$ cat src/rtl/reg_bank_pkg.sv
// Shared constants and helpers for the register-bank write path.
package reg_bank_pkg;

  localparam int unsigned DefAddrW = 4;
  localparam int unsigned ZeroReg  = 0;

  function automatic int unsigned num_regs(input int unsigned addr_w);
    return 32'd1 << addr_w;
  endfunction

endpackage

$ cat src/rtl/onehot_dec.sv
// Combinational address to one-hot decoder, gated by an enable.
module onehot_dec
  import reg_bank_pkg::*;
#(
  parameter int unsigned ADDR_W = DefAddrW,
  localparam int unsigned NumOut = num_regs(ADDR_W)
) (
  input  logic              en_i,
  input  logic [ADDR_W-1:0] addr_i,
  output logic [NumOut-1:0] dec_o
);

  always_comb begin
    dec_o = '0;
    for (int unsigned i = 0; i < NumOut; i++) begin
      dec_o[i] = en_i && (addr_i == ADDR_W'(i));
    end
  end

endmodule

$ cat src/rtl/reg_wr_decoder.sv
// Registered two-port write-enable decoder with collision resolution and a
// pending-register scoreboard for read-hazard checks.
module reg_wr_decoder
  import reg_bank_pkg::*;
#(
  parameter int unsigned ADDR_W      = DefAddrW,
  parameter bit          ZERO_REG_RO = 1'b1,
  localparam int unsigned NUM_REGS   = num_regs(ADDR_W)
) (
  input  logic                clk,
  input  logic                rst_n,
  input  logic                wr_en_a,
  input  logic [ADDR_W-1:0]   wr_addr_a,
  input  logic                wr_en_b,
  input  logic [ADDR_W-1:0]   wr_addr_b,
  input  logic                issue_en,
  input  logic [ADDR_W-1:0]   issue_addr,
  input  logic [ADDR_W-1:0]   rd_addr_a,
  input  logic [ADDR_W-1:0]   rd_addr_b,
  output logic [NUM_REGS-1:0] reg_we,
  output logic [NUM_REGS-1:0] sel_b,
  output logic                conflict,
  output logic [NUM_REGS-1:0] pend,
  output logic                hazard_a,
  output logic                hazard_b
);

  localparam logic [ADDR_W-1:0] ZeroIdx = ADDR_W'(ZeroReg);

  logic [NUM_REGS-1:0] dec_a, dec_b, dec_i;
  logic [NUM_REGS-1:0] zero_mask;
  logic [NUM_REGS-1:0] acc_a, acc_b, acc_i, win_b;
  logic [NUM_REGS-1:0] reg_we_d, reg_we_q;
  logic [NUM_REGS-1:0] sel_b_d, sel_b_q;
  logic [NUM_REGS-1:0] pend_d, pend_q;
  logic                conflict_d, conflict_q;

  onehot_dec #(.ADDR_W(ADDR_W)) u_dec_a (
    .en_i   (wr_en_a),
    .addr_i (wr_addr_a),
    .dec_o  (dec_a)
  );

  onehot_dec #(.ADDR_W(ADDR_W)) u_dec_b (
    .en_i   (wr_en_b),
    .addr_i (wr_addr_b),
    .dec_o  (dec_b)
  );

  onehot_dec #(.ADDR_W(ADDR_W)) u_dec_i (
    .en_i   (issue_en),
    .addr_i (issue_addr),
    .dec_o  (dec_i)
  );

  always_comb begin
    zero_mask = '1;
    if (ZERO_REG_RO) begin
      zero_mask[ZeroIdx] = 1'b0;
    end
  end

  // Masking happens before collision detection so a clash on a read-only
  // register never reports a conflict.
  always_comb begin
    acc_a      = dec_a & zero_mask;
    acc_b      = dec_b & zero_mask;
    acc_i      = dec_i & zero_mask;
    win_b      = acc_b & ~acc_a;
    reg_we_d   = acc_a | win_b;
    sel_b_d    = win_b;
    conflict_d = |(acc_a & acc_b);
    // A same-cycle issue supersedes the write that would clear the bit.
    pend_d     = (pend_q & ~reg_we_d) | acc_i;
  end

  always_ff @(posedge clk or negedge rst_n) begin
    if (!rst_n) begin
      reg_we_q   <= '0;
      sel_b_q    <= '0;
      conflict_q <= 1'b0;
      pend_q     <= '0;
    end else begin
      reg_we_q   <= reg_we_d;
      sel_b_q    <= sel_b_d;
      conflict_q <= conflict_d;
      pend_q     <= pend_d;
    end
  end

  assign reg_we   = reg_we_q;
  assign sel_b    = sel_b_q;
  assign conflict = conflict_q;
  assign pend     = pend_q;
  assign hazard_a = pend_q[rd_addr_a];
  assign hazard_b = pend_q[rd_addr_b];

endmodule

$ cat config.mk
export PLATFORM = sky130hd
export DESIGN_NAME = reg_wr_decoder
export DESIGN_NICKNAME = d
export VERILOG_FILES = /design/src/rtl/reg_bank_pkg.sv /design/src/rtl/onehot_dec.sv /design/src/rtl/reg_wr_decoder.sv
export SDC_FILE = /design/constraint.sdc
export NUM_CORES = 1
export LEC_CHECK = 0
export CORE_UTILIZATION = 30
export CTS_BUF_LIST = sky130_fd_sc_hd__clkbuf_16
export CTS_CLUSTER_SIZE = 14
export DETAILED_ROUTE_END_ITERATION = 10
export GPL_TIMING_DRIVEN = 1
export REMOVE_ABC_BUFFERS = 1
export SLEW_MARGIN = 20
export SYNTH_ARGS = -nofsm -noshare
export SYNTH_HDL_FRONTEND = slang
export SYNTH_SLANG_ARGS = --single-unit
export TNS_END_PERCENT = 10
$ cat constraint.sdc
create_clock -name clk -period 2.3 [get_ports clk]
set_input_delay 0.69 -clock clk [delete_from_list [all_inputs] [get_ports clk]]
set_output_delay 0.69 -clock clk [all_outputs]
set_load 0.005 [all_outputs]
# ---- After elaboration in Yosys (flattened, before gate mapping)
# Cells that the tools add are included.
dict set report totals {
  regBits 49
  in_bits 25
  out_inout_bits 51
}
dict set report classes {
  n_lt_le_gt_ge 2
  eq_ne 45
  n_mux 4
  n_bitwise 7
  reduce_logical 46
}
# op count
set op_table {}
lappend op_table {{4-bit == test, second input constant} 24}
lappend op_table {{16-bit AND} 3}
lappend op_table {{4-bit by 3-bit == test with 1-bit output, second input constant} 12}
lappend op_table {{1-bit logical AND} 45}
lappend op_table {{16-bit inverter} 2}
lappend op_table {{16-bit OR} 2}
lappend op_table {{4-bit by 2-bit == test with 1-bit output, second input constant} 6}
lappend op_table {{16-bit OR reduction} 1}
lappend op_table {{4-bit by 1-bit == test with 1-bit output, second input constant} 3}
lappend op_table {{4-bit by 5-bit less-than comparator with 1-bit output, second input constant} 2}
lappend op_table {{1-bit binary-select mux with 4-bit select} 2}
lappend op_table {{1-bit 2-to-1 mux} 2}

# ---- Logic depth before layout (Yosys ltp)
# Gate-level depths: netlist (run 1).
dict set report depth {
  depth_word 8
  depth_mapped 5
}

# ---- Cells and area by module
# From an unflattened synthesis (run 1), not the netlist that was laid out.
dict set report hier_totals {
  hier_cells 220
  hier_area_um2 2229.6
}
# module n_inst cells_per_inst area_each_um2 seq_area_each_um2
set by_module_without_submodules {}
lappend by_module_without_submodules {reg_wr_decoder 1 151 1876.8 1151.1}
lappend by_module_without_submodules {onehot_dec 3 23 117.6 0.0}

# ---- Least setup slack after synthesis (run 1)
# Ideal clock, no wire load.
dict set report synth_path {
  path_kind {input to output}
  from {in rd_addr_a[2]}
  to {out hazard_a}
  arrival_ns 1.547
  required_time_ns 1.610
  slack_ns 0.063
  cell_stages 4
  path_cell_list {buf_2 > mux2i_1 > mux4_2 > o21ai_1}
}
dict set report synth_between {
  elab_chain_cells 2
}
# item line_no
set synth_lines {}
lappend synth_lines {{from (decl)} reg_wr_decoder.sv:18} ;# input logic [ADDR_W-1:0] rd_addr_a,
lappend synth_lines {{1-bit binary-select mux with 4-bit select} reg_wr_decoder.sv:95} ;# assign hazard_a = pend_q[rd_addr_a];
lappend synth_lines {{1-bit 2-to-1 mux (not written as such)} reg_wr_decoder.sv:95}
lappend synth_lines {{to (decl)} reg_wr_decoder.sv:24} ;# output logic hazard_a,
# Every way passes these cells. The select of a mux whose other input is x is not followed.

# ---- Worst setup path after layout (run 1)
dict set report layout_path {
  from {in rd_addr_b[0]}
  to {out hazard_b}
}
dict set report layout_between {
  elab_chain_cells 2
}
# item line_no
set layout_lines {}
lappend layout_lines {{from (decl)} reg_wr_decoder.sv:19} ;# input logic [ADDR_W-1:0] rd_addr_b,
lappend layout_lines {{1-bit binary-select mux with 4-bit select} reg_wr_decoder.sv:96} ;# assign hazard_b = pend_q[rd_addr_b];
lappend layout_lines {{1-bit 2-to-1 mux (not written as such)} reg_wr_decoder.sv:96}
lappend layout_lines {{to (decl)} reg_wr_decoder.sv:25} ;# output logic hazard_b
# Every way passes these cells. The select of a mux whose other input is x is not followed.

==> results of run 1 <==
layer usage:
layer / routed length [um] / share of wire [%]
met5: 0 / 0
met4: 76 / 1.3
met3: 311 / 5.2
met2: 2890 / 49
met1: 2670 / 45
logic make-up after synthesis:
family / synth area share, %
AND/OR/NAND/NOR: 22.0
flip-flops: 53.3
multiplexers: 10.1
buffers and inverters: 5.04
AO/OA/AOI/OAI: 8.58
XOR/XNOR: 0.812
other: 0.174
registers in the layout, indices dropped and copies added, names as in the netlist:
register,count
pend,15
reg_we,15
conflict,1
sel_b,15
per-stage QoR:
stage	std cells	cell area (um2)	util, %	total power, mW	hold WS [ns]
after floorplan	197	2100	-	1.14	0.394
final	415	3410	49.6	2.18	0.366
after global placement	407	3270	47.5	1.53	0.575
after global routing	415	3410	49.6	2.30	0.395
after CTS	414	3390	49.4	2.20	0.372
after detailed placement	407	3270	47.5	1.55	0.584
critical path: cells and delay by family:
family          cells  cell delay (ns)
buf+inv             2             0.20
compound gates      1             0.05
simple gates        1             0.05
mux                 2             0.76
final timing paths:
check | slack, ns | startpoint | depth (start not counted) | end
max in group asynchronous | 1.44 | rst_n | 2 | sel_b[13]$_DFF_PN0_
max reg2reg | 1.48 | pend[3]$_DFF_PN0_ | 3 | pend[3]$_DFF_PN0_
min reg2reg | 0.59 | pend[7]$_DFF_PN0_ | 2 | pend[7]$_DFF_PN0_
min | 0.37 | rst_n | 1 | reg_we[8]$_DFF_PN0_
min in group clk | 0.59 | pend[7]$_DFF_PN0_ | 2 | pend[7]$_DFF_PN0_
max | -0.15 | rd_addr_b[0] | 6 | hazard_b
what timing repair did:
item                       in CTS  in global routing
resized for setup              33                  3
setup buffers                   0                  1
pin swaps                       2                  0
setup endpoints to repair       2                  2
cells in the mapped netlist (2+ instances only):
cell	instances
or4_1	3
buf_4	5
nand2_1	23
mux2i_1	6
mux2_2	2
buf_2	3
nand3b_1	4
nand2b_1	6
o22ai_1	11
o21ai_1	4
o32ai_1	2
nor3b_1	3
nor2b_1	6
dfrtp_1	46
nor2_1	21
mux4_2	6
o21ai_0	11
nand3_1	11
xor2_1	2
nor3_1	2
inv_1	12
report_power, final:
group          switching, mW  internal (mW)
Clock                  0.259          0.388
Combinational          0.213          0.365
Sequential            0.0720          0.883
area by class of cell:
| class | count | area, um2 |
|---|---|---|
| tap | 96 | 120 |
| clock inverter | 2 | 7.51 |
| timing repair buffer | 115 | 1040 |
| sequential | 46 | 1150 |
| fill | 654 | 3460 |
| clock buffer | 5 | 125 |
| inverter | 12 | 45.0 |
| multi-input combinational | 139 | 918 |
==> impl_metrics.yaml, run 1 <==
timing:
  rsz0062_at_grt: "true"
  fin_crit_ns: 2.45
  setup_viol: 2
  fin_skew_ns: 0
  fmax_mhz: 408
  final_max_slew_viol_count: 0
  hold_viol_final: 0
  layout_setup_ws_ns: -0.149
  fin_crit_sh_pct: 106
  setup_tns_ns: -0.291
synth:
  ys.flop_type: "dfrtp_1"
  syn_avg_cell_area_um2: 10.6
  synth_edf_count: 0
  yosys.area.top_type: "dfrtp_1"
  async_flop_share_pct: 100
  yosysSeqAreaShare_pct: 53.3
  syn_inst: 204
  yosys_register_bits: 46
  synth_area_mm2: 0.00216
  synthTopCellsByArea: "dfrtp_1 53%, mux4_2 6.3%, nand2_1 4.0%"
  netlist.area_leader.share_pct: 53.3
  yosys.cell_types.count: 36
  ys_warn_count: 0
place:
  portBuffers: 72
  preCtsSetupSlack_ns: -0.979
  place_congestion: 0.834
  dp_hpwl_mm: 4.82
cts:
  htreeDepth: 2
  path_clk_slew_ns: 0.05
  root_buffer: "clkbuf_16"
  clock_sinks: 46
  clock_latency_ns: 0.27
  cts_buffers: 5
  holdBufCountCts: 0
  clk_path_buf_depth: 2
  cts_tree: "yes"
hold_path:
  min_path_type: "input pin to asynchronous set/reset pin"
setup_path:
  worst-path-max-fanout: 3
  cpMaxStageDelayCell: "mux4_2"
  setup.worst_path.start_class: "input pin"
  crit_arrival_ns: 1.76
  cp.required_ns: 1.61
  critPathMaxStageDelay_ns: 0.48
  path_cells: "buf_8 > mux4_2 > mux2_4 > nand2_2 > o21ai_1 > buf_2"
  crit_path_end_kind: "primary output"
  critPathKind: "input pin to primary output"
layout:
  drive_gt1_share_pct: 22.6
  nets: 344
  layout_commonest_cell: "clkdlybuf4s50_1"
  area_delta_synth_final_pct: 58.0
  antenna_cells: 0
  layout_common_cells: "63 x clkdlybuf4s50_1, 46 x dfrtp_1, 42 x buf_4, 21 x nor2_1, 21 x nand2_1"
die:
  die_x_um: 86.8
  fp.coreArea_mm2: 0.00687
  start_util_pct: 31.4
  die_height_um: 86.8
  row_count: 30
  die-area_mm2: 0.00754
  io_pins: 76
detailed_routing:
  dr.pass1.iters: 4
  routed_wl_mm: 5.95
  drt_iter0_drc: 51
  antenna_left: 0
  vias: 1920
  drc: 0
  routedWlPerCell_um: 14.3
  viasPerCell: 4.63
grt:
  grtUsageMet1_pct: 22.0
  grt_pass1_vias: 1951
  grt_pass1_wl_mm: 9.57
  grt.busiest_layer: "met2"
  grt.total_usage_pct: 16.8
  grt.met3_usage_pct: 3.71
  antenna_found_initial: 0
  grt_overflow_total: 0
  grt_use_met2_pct: 28.1
  grt_max_degree: 28
outcome:
  violations: "setup timing"
  outcome: "complete, but fails checks"
power:
  irDropWorstVdd_mv: 0.279
  p_per_area_mw_per_mm2: 639
  power.leakage_nw: 1.59
flow_run:
  drv_cap: 0
(Power assumes the default switching activity.)
==> run 2: changes to the inputs <==
--- a/config.mk
+++ b/config.mk
@@ -5,11 +5,12 @@
 export SDC_FILE = /design/constraint.sdc
 export NUM_CORES = 1
 export LEC_CHECK = 0
-export CORE_UTILIZATION = 30
+export CORE_UTILIZATION = 35
 export CTS_BUF_LIST = sky130_fd_sc_hd__clkbuf_16
 export CTS_CLUSTER_SIZE = 14
 export DETAILED_ROUTE_END_ITERATION = 10
-export GPL_TIMING_DRIVEN = 1
+export GPL_TIMING_DRIVEN = 0
+export PLACE_DENSITY = 0.74
 export REMOVE_ABC_BUFFERS = 1
 export SLEW_MARGIN = 20
 export SYNTH_ARGS = -nofsm -noshare
==> impl_metrics.yaml, run 2 (same netlist as run 1, synthesis figures left out) <==
timing:
  setup_viol: 2
  layout_setup_ws_ns: -0.162
  fmax_mhz: 406
  fin_crit_ns: 2.46
  rsz0062_at_grt: "true"
  hold_viol_final: 0
  fin_crit_sh_pct: 107
  final_max_slew_viol_count: 0
  fin_skew_ns: 0
die:
  die_height_um: 80.5
  die_x_um: 80.5
  die-area_mm2: 0.00648
  row_count: 28
  start_util_pct: 36.5
  io_pins: 76
  fp.coreArea_mm2: 0.00592
setup_path:
  cp.required_ns: 1.61
  critPathMaxStageDelay_ns: 0.48
  crit_arrival_ns: 1.77
  path_cells: "buf_8 > mux4_2 > mux2_4 > nand2_2 > o21ai_2 > buf_2"
  setup.worst_path.start_class: "input pin"
  path_buf_inv: 2
  worst-path-max-fanout: 3
  critPathKind: "input pin to primary output"
  cpMaxStageDelayCell: "mux4_2"
  path_delay_family: "multiplexers"
  crit_path_end_kind: "primary output"
grt:
  grt_pass1_wl_mm: 8.61
  grt.total_usage_pct: 18.1
  grt_max_degree: 35
  grt_overflow_total: 0
  antenna_found_initial: 0
  grt_pass1_vias: 1786
detailed_routing:
  dr.pass1.iters: 4
  vias: 1831
  drc: 0
  viasPerCell: 5.17
  routed_wl_mm: 5.61
  antenna_left: 0
  drt_iter0_drc: 135
  routedWlPerCell_um: 15.9
layout:
  nets: 303
  antenna_cells: 0
  stdcell_area_mm2: 0.00311
  area_delta_synth_final_pct: 44.0
  layout_commonest_cell: "clkdlybuf4s50_1"
  layout_common_cells: "61 x clkdlybuf4s50_1, 46 x dfrtp_1, 22 x nand2_1, 21 x nor2_1, 14 x inv_1"
  drive_gt1_share_pct: 11.5
  final_util_pct: 52.5
flow_run:
  drv_cap: 0
power:
  p_per_area_mw_per_mm2: 714
  irDropWorstVdd_mv: 0.380
  combPwrFrac_pct: 21.4
  p_seq_share_pct: 43.6
  power.leakage_nw: 1.42
  p_clk_share_pct: 35.0
  intPower_mw: 1.68
  power_switching_share_pct: 24.5
  p_sw_mw: 0.543
place:
  place_congestion: 0.850
  placed_cell_area_mm2: 0.00293
  portBuffers: 72
  preCtsSetupSlack_ns: -1.07
  dp_hpwl_mm: 4.32
cts:
  clk_path_buf_depth: 2
  cts_buffers: 5
  htreeDepth: 2
  cts_tree: "yes"
  root_buffer: "clkbuf_16"
  clock_sinks: 46
  path_clk_slew_ns: 0.06
  clock_latency_ns: 0.28
hold_path:
  min_path_type: "input pin to asynchronous set/reset pin"
outcome:
  violations: "setup timing"
  outcome: "complete, but fails checks"
-- run 2: cell types whose count changed in the layout (fill, tap and decap cells not counted), sizes merged --
cell | previous run | this run
buf | 50 | 9
clkdlybuf4s50 | 63 | 61
bufinv | 0 | 1
dlygate4sd2 | 1 | 2
dlymetal6s2s | 1 | 2
-- run 2: layout make-up --
cell class	instances	area (um2)
Fill cell	525	2810
Sequential cell	46	1150
Multi-Input combinational cell	139	920
Timing Repair Buffer	74	736
Clock buffer	5	125
Tap cell	75	93.8
Inverter	12	45.0
Clock inverter	3	37.5
-- run 2: worst paths after layout --
path | from | to | slack, ns | depth (start not counted)
max | rd_addr_b[0] | hazard_b | -0.16 | 6
min | rst_n | reg_we[8]$_DFF_PN0_ | 0.29 | 1
max reg2reg | pend[14]$_DFF_PN0_ | pend[14]$_DFF_PN0_ | 1.54 | 2
min reg2reg | pend[8]$_DFF_PN0_ | pend[8]$_DFF_PN0_ | 0.58 | 2
max in group asynchronous | rst_n | sel_b[9]$_DFF_PN0_ | 1.53 | 2
min in group clk | pend[8]$_DFF_PN0_ | pend[8]$_DFF_PN0_ | 0.58 | 2
-- run 2: through the flow --
step	hold slack (ns)	total power, mW	instances	TNS (ns)
6_report	0.291	2.22	354	-0.305
2_1_floorplan	0.394	1.14	197	0
3_5_place_dp	0.565	1.45	345	-2.31
5_1_grt	0.307	2.31	354	-0.391
4_1_cts	0.299	2.23	353	-0.326
3_3_place_gp	0.560	1.43	344	-28.95
-- run 2: power groups by stage --
stage               combinational (mW)  sequential, mW  clock [mW]
detailed placement               0.472           0.978           0
CTS                              0.478           0.965       0.786
floorplan                        0.181           0.958           0
finish                           0.475           0.967       0.777
global placement                 0.453           0.973           0
global route                     0.518           0.973       0.818
-- run 2: metal layers --
| metal | track usage [%] | vias to the layer above | part of all wire, % |
|---|---|---|---|
| met4 | 6.07 | 0 | 1.4 |
| met3 | 3.98 | 7 | 6.9 |
| met2 | 32.2 | 79 | 51 |
| li1 | - | 851 | - |
| met1 | 21.4 | 894 | 41 |
| met5 | 0 | - | 0 |
-- run 2: repair_timing --
| item | CTS | global route |
|---|---|---|
| pin swaps | 2 | 0 |
| hold buffers | 0 | 0 |
| setup buffers | 0 | 1 |
| cloned | 0 | 0 |
| gates resized for setup | 38 | 2 |
| hold endpoints to repair | 0 | 0 |
| setup endpoints to repair | 2 | 3 |
==> run 3: changes to the inputs <==
--- a/config.mk
+++ b/config.mk
@@ -9,8 +9,9 @@
 export CTS_BUF_LIST = sky130_fd_sc_hd__clkbuf_16
 export CTS_CLUSTER_SIZE = 14
 export DETAILED_ROUTE_END_ITERATION = 10
+export GPL_ROUTABILITY_DRIVEN = 0
 export GPL_TIMING_DRIVEN = 0
-export PLACE_DENSITY = 0.74
+export PLACE_DENSITY = 0.76
 export REMOVE_ABC_BUFFERS = 1
 export SLEW_MARGIN = 20
 export SYNTH_ARGS = -nofsm -noshare
==> constraint.sdc (replaced) <==
create_clock -name clk -period 2 [get_ports clk]
set_input_delay 0.6 -clock clk [delete_from_list [all_inputs] [get_ports clk]]
set_output_delay 0.6 -clock clk [all_outputs]
set_load 0.005 [all_outputs]
==> impl_metrics.yaml, run 3 (same netlist as run 1, synthesis figures left out) <==
timing:
  fin_hold_ws_ns: 0.231
  setup_viol: 3
  fmax_mhz: 435
  final_max_slew_viol_count: 0
  setup_tns_ns: -0.610
  rsz0062_at_grt: "true"
  fin_crit_ns: 2.30
  fin_crit_sh_pct: 115
  hold_viol_final: 0
  fin_skew_ns: 0
  layout_setup_ws_ns: -0.298
detailed_routing:
  vias: 1855
  drc: 0
  viasPerCell: 5.20
  dr.pass1.iters: 6
  antenna_left: 0
  routedWlPerCell_um: 15.8
  drt_iter0_drc: 112
  routed_wl_mm: 5.63
layout:
  nets: 306
  area_delta_synth_final_pct: 45.7
  stdcell_area_mm2: 0.00314
  layout_commonest_cell: "clkdlybuf4s50_1"
  drive_gt1_share_pct: 12.8
  final_util_pct: 53.1
  antenna_cells: 0
  layout_common_cells: "60 x clkdlybuf4s50_1, 46 x dfrtp_1, 22 x nand2_1, 21 x nor2_1, 12 x inv_1"
die:
  start_util_pct: 36.5
  die_height_um: 80.5
  die-area_mm2: 0.00648
  io_pins: 76
  die_x_um: 80.5
  fp.coreArea_mm2: 0.00592
  row_count: 28
power:
  irDropWorstVdd_mv: 0.365
  total_power_mw: 2.72
  p_per_area_mw_per_mm2: 865
  power.leakage_nw: 1.42
setup_path:
  cpMaxStageDelayCell: "mux4_2"
  crit_arrival_ns: 1.70
  crit_path_end_kind: "primary output"
  cp.required_ns: 1.40
  path_cells: "mux4_2 > mux2_4 > nand2_2 > o21ai_2 > buf_2"
  setup.worst_path.start_class: "register"
  path_buf_inv: 1
  critPathKind: "register to primary output"
  worst-path-max-fanout: 4
  path_delay_family: "multiplexers"
  critPathMaxStageDelay_ns: 0.47
cts:
  cts_tree: "yes"
  clock_latency_ns: 0.28
  root_buffer: "clkbuf_16"
  htreeDepth: 2
  clock_sinks: 46
  clk_path_buf_depth: 2
  cts_buffers: 5
  path_clk_slew_ns: 0.06
  holdBufCountCts: 0
grt:
  grt.total_usage_pct: 18.5
  grt_max_degree: 32
  grt_pass1_vias: 1805
  grt_overflow_total: 0
  grt_pass1_wl_mm: 8.91
  antenna_found_initial: 0
place:
  portBuffers: 72
  placed_cell_area_mm2: 0.00293
  dp_hpwl_mm: 4.31
hold_path:
  min_path_type: "input pin to asynchronous set/reset pin"
outcome:
  violations: "setup timing"
  outcome: "complete, but fails checks"
flow_run:
  drv_cap: 0
==> run 3: metal layers <==
layer | track usage, % | routed length [um] | vias up
met5 | 0 | 0 | -
met1 | 22.7 | 2250 | 896
met4 | 5.18 | 51 | 0
li1 | - | - | 855
met2 | 32.2 | 2860 | 98
met3 | 4.43 | 458 | 6
==> run 3: worst paths after layout <==
check                      slack [ns]             endpoint  cells past startpoint         startpoint
setup / recovery                -0.30             hazard_b                      5  pend[2]$_DFF_PN0_
hold / removal                   0.23  reg_we[8]$_DFF_PN0_                      1              rst_n
setup reg to reg                 1.18    pend[6]$_DFF_PN0_                      3  pend[6]$_DFF_PN0_
hold reg to reg                  0.60    pend[5]$_DFF_PN0_                      2  pend[5]$_DFF_PN0_
max in group asynchronous        1.29  sel_b[10]$_DFF_PN0_                      2              rst_n
min in group clk                 0.60    pend[5]$_DFF_PN0_                      2  pend[5]$_DFF_PN0_
==> run 3: stage by stage <==
step                std cells  setup slack (ns)
finish                    357            -0.298
global route              357            -0.346
CTS                       356            -0.300
detailed placement        345             -1.17
global placement          344             -1.15
floorplan                 197           -0.0387
==> run 3: timing repair <==
action	in CTS	in global routing
buffers inserted	3	1
endpoints found under the setup margin	3	3
resized for setup	39	0
pin swaps	3	0
==> run 3: final cells by class <==
cell class | instances | area [um2]
clock buffers | 5 | 125
inverters | 12 | 45.0
clock inverters | 3 | 63.8
repair buffers | 77 | 746
multi-input cells | 139 | 920
flip-flops and latches | 46 | 1150
well taps | 75 | 93.8
fillers | 512 | 2780
==> run 3: power breakdown <==
part / switching, mW / leakage, nW / internal, mW / total (mW)
Combinational: 0.222 / 0.719 / 0.351 / 0.573
Sequential: 0.0932 / 0.612 / 1.01 / 1.11
Clock: 0.328 / 0.0915 / 0.711 / 1.04
Total: 0.644 / 1.42 / 2.08 / 2.72
==> run 3: worst reg2reg max path: cells and delay by family (launching register included) <==
kind	cells	cell delay (ns)
buffers and inverters	2	0.20
AOI/OAI and AO/OA	1	0.08
DFF	1	0.42
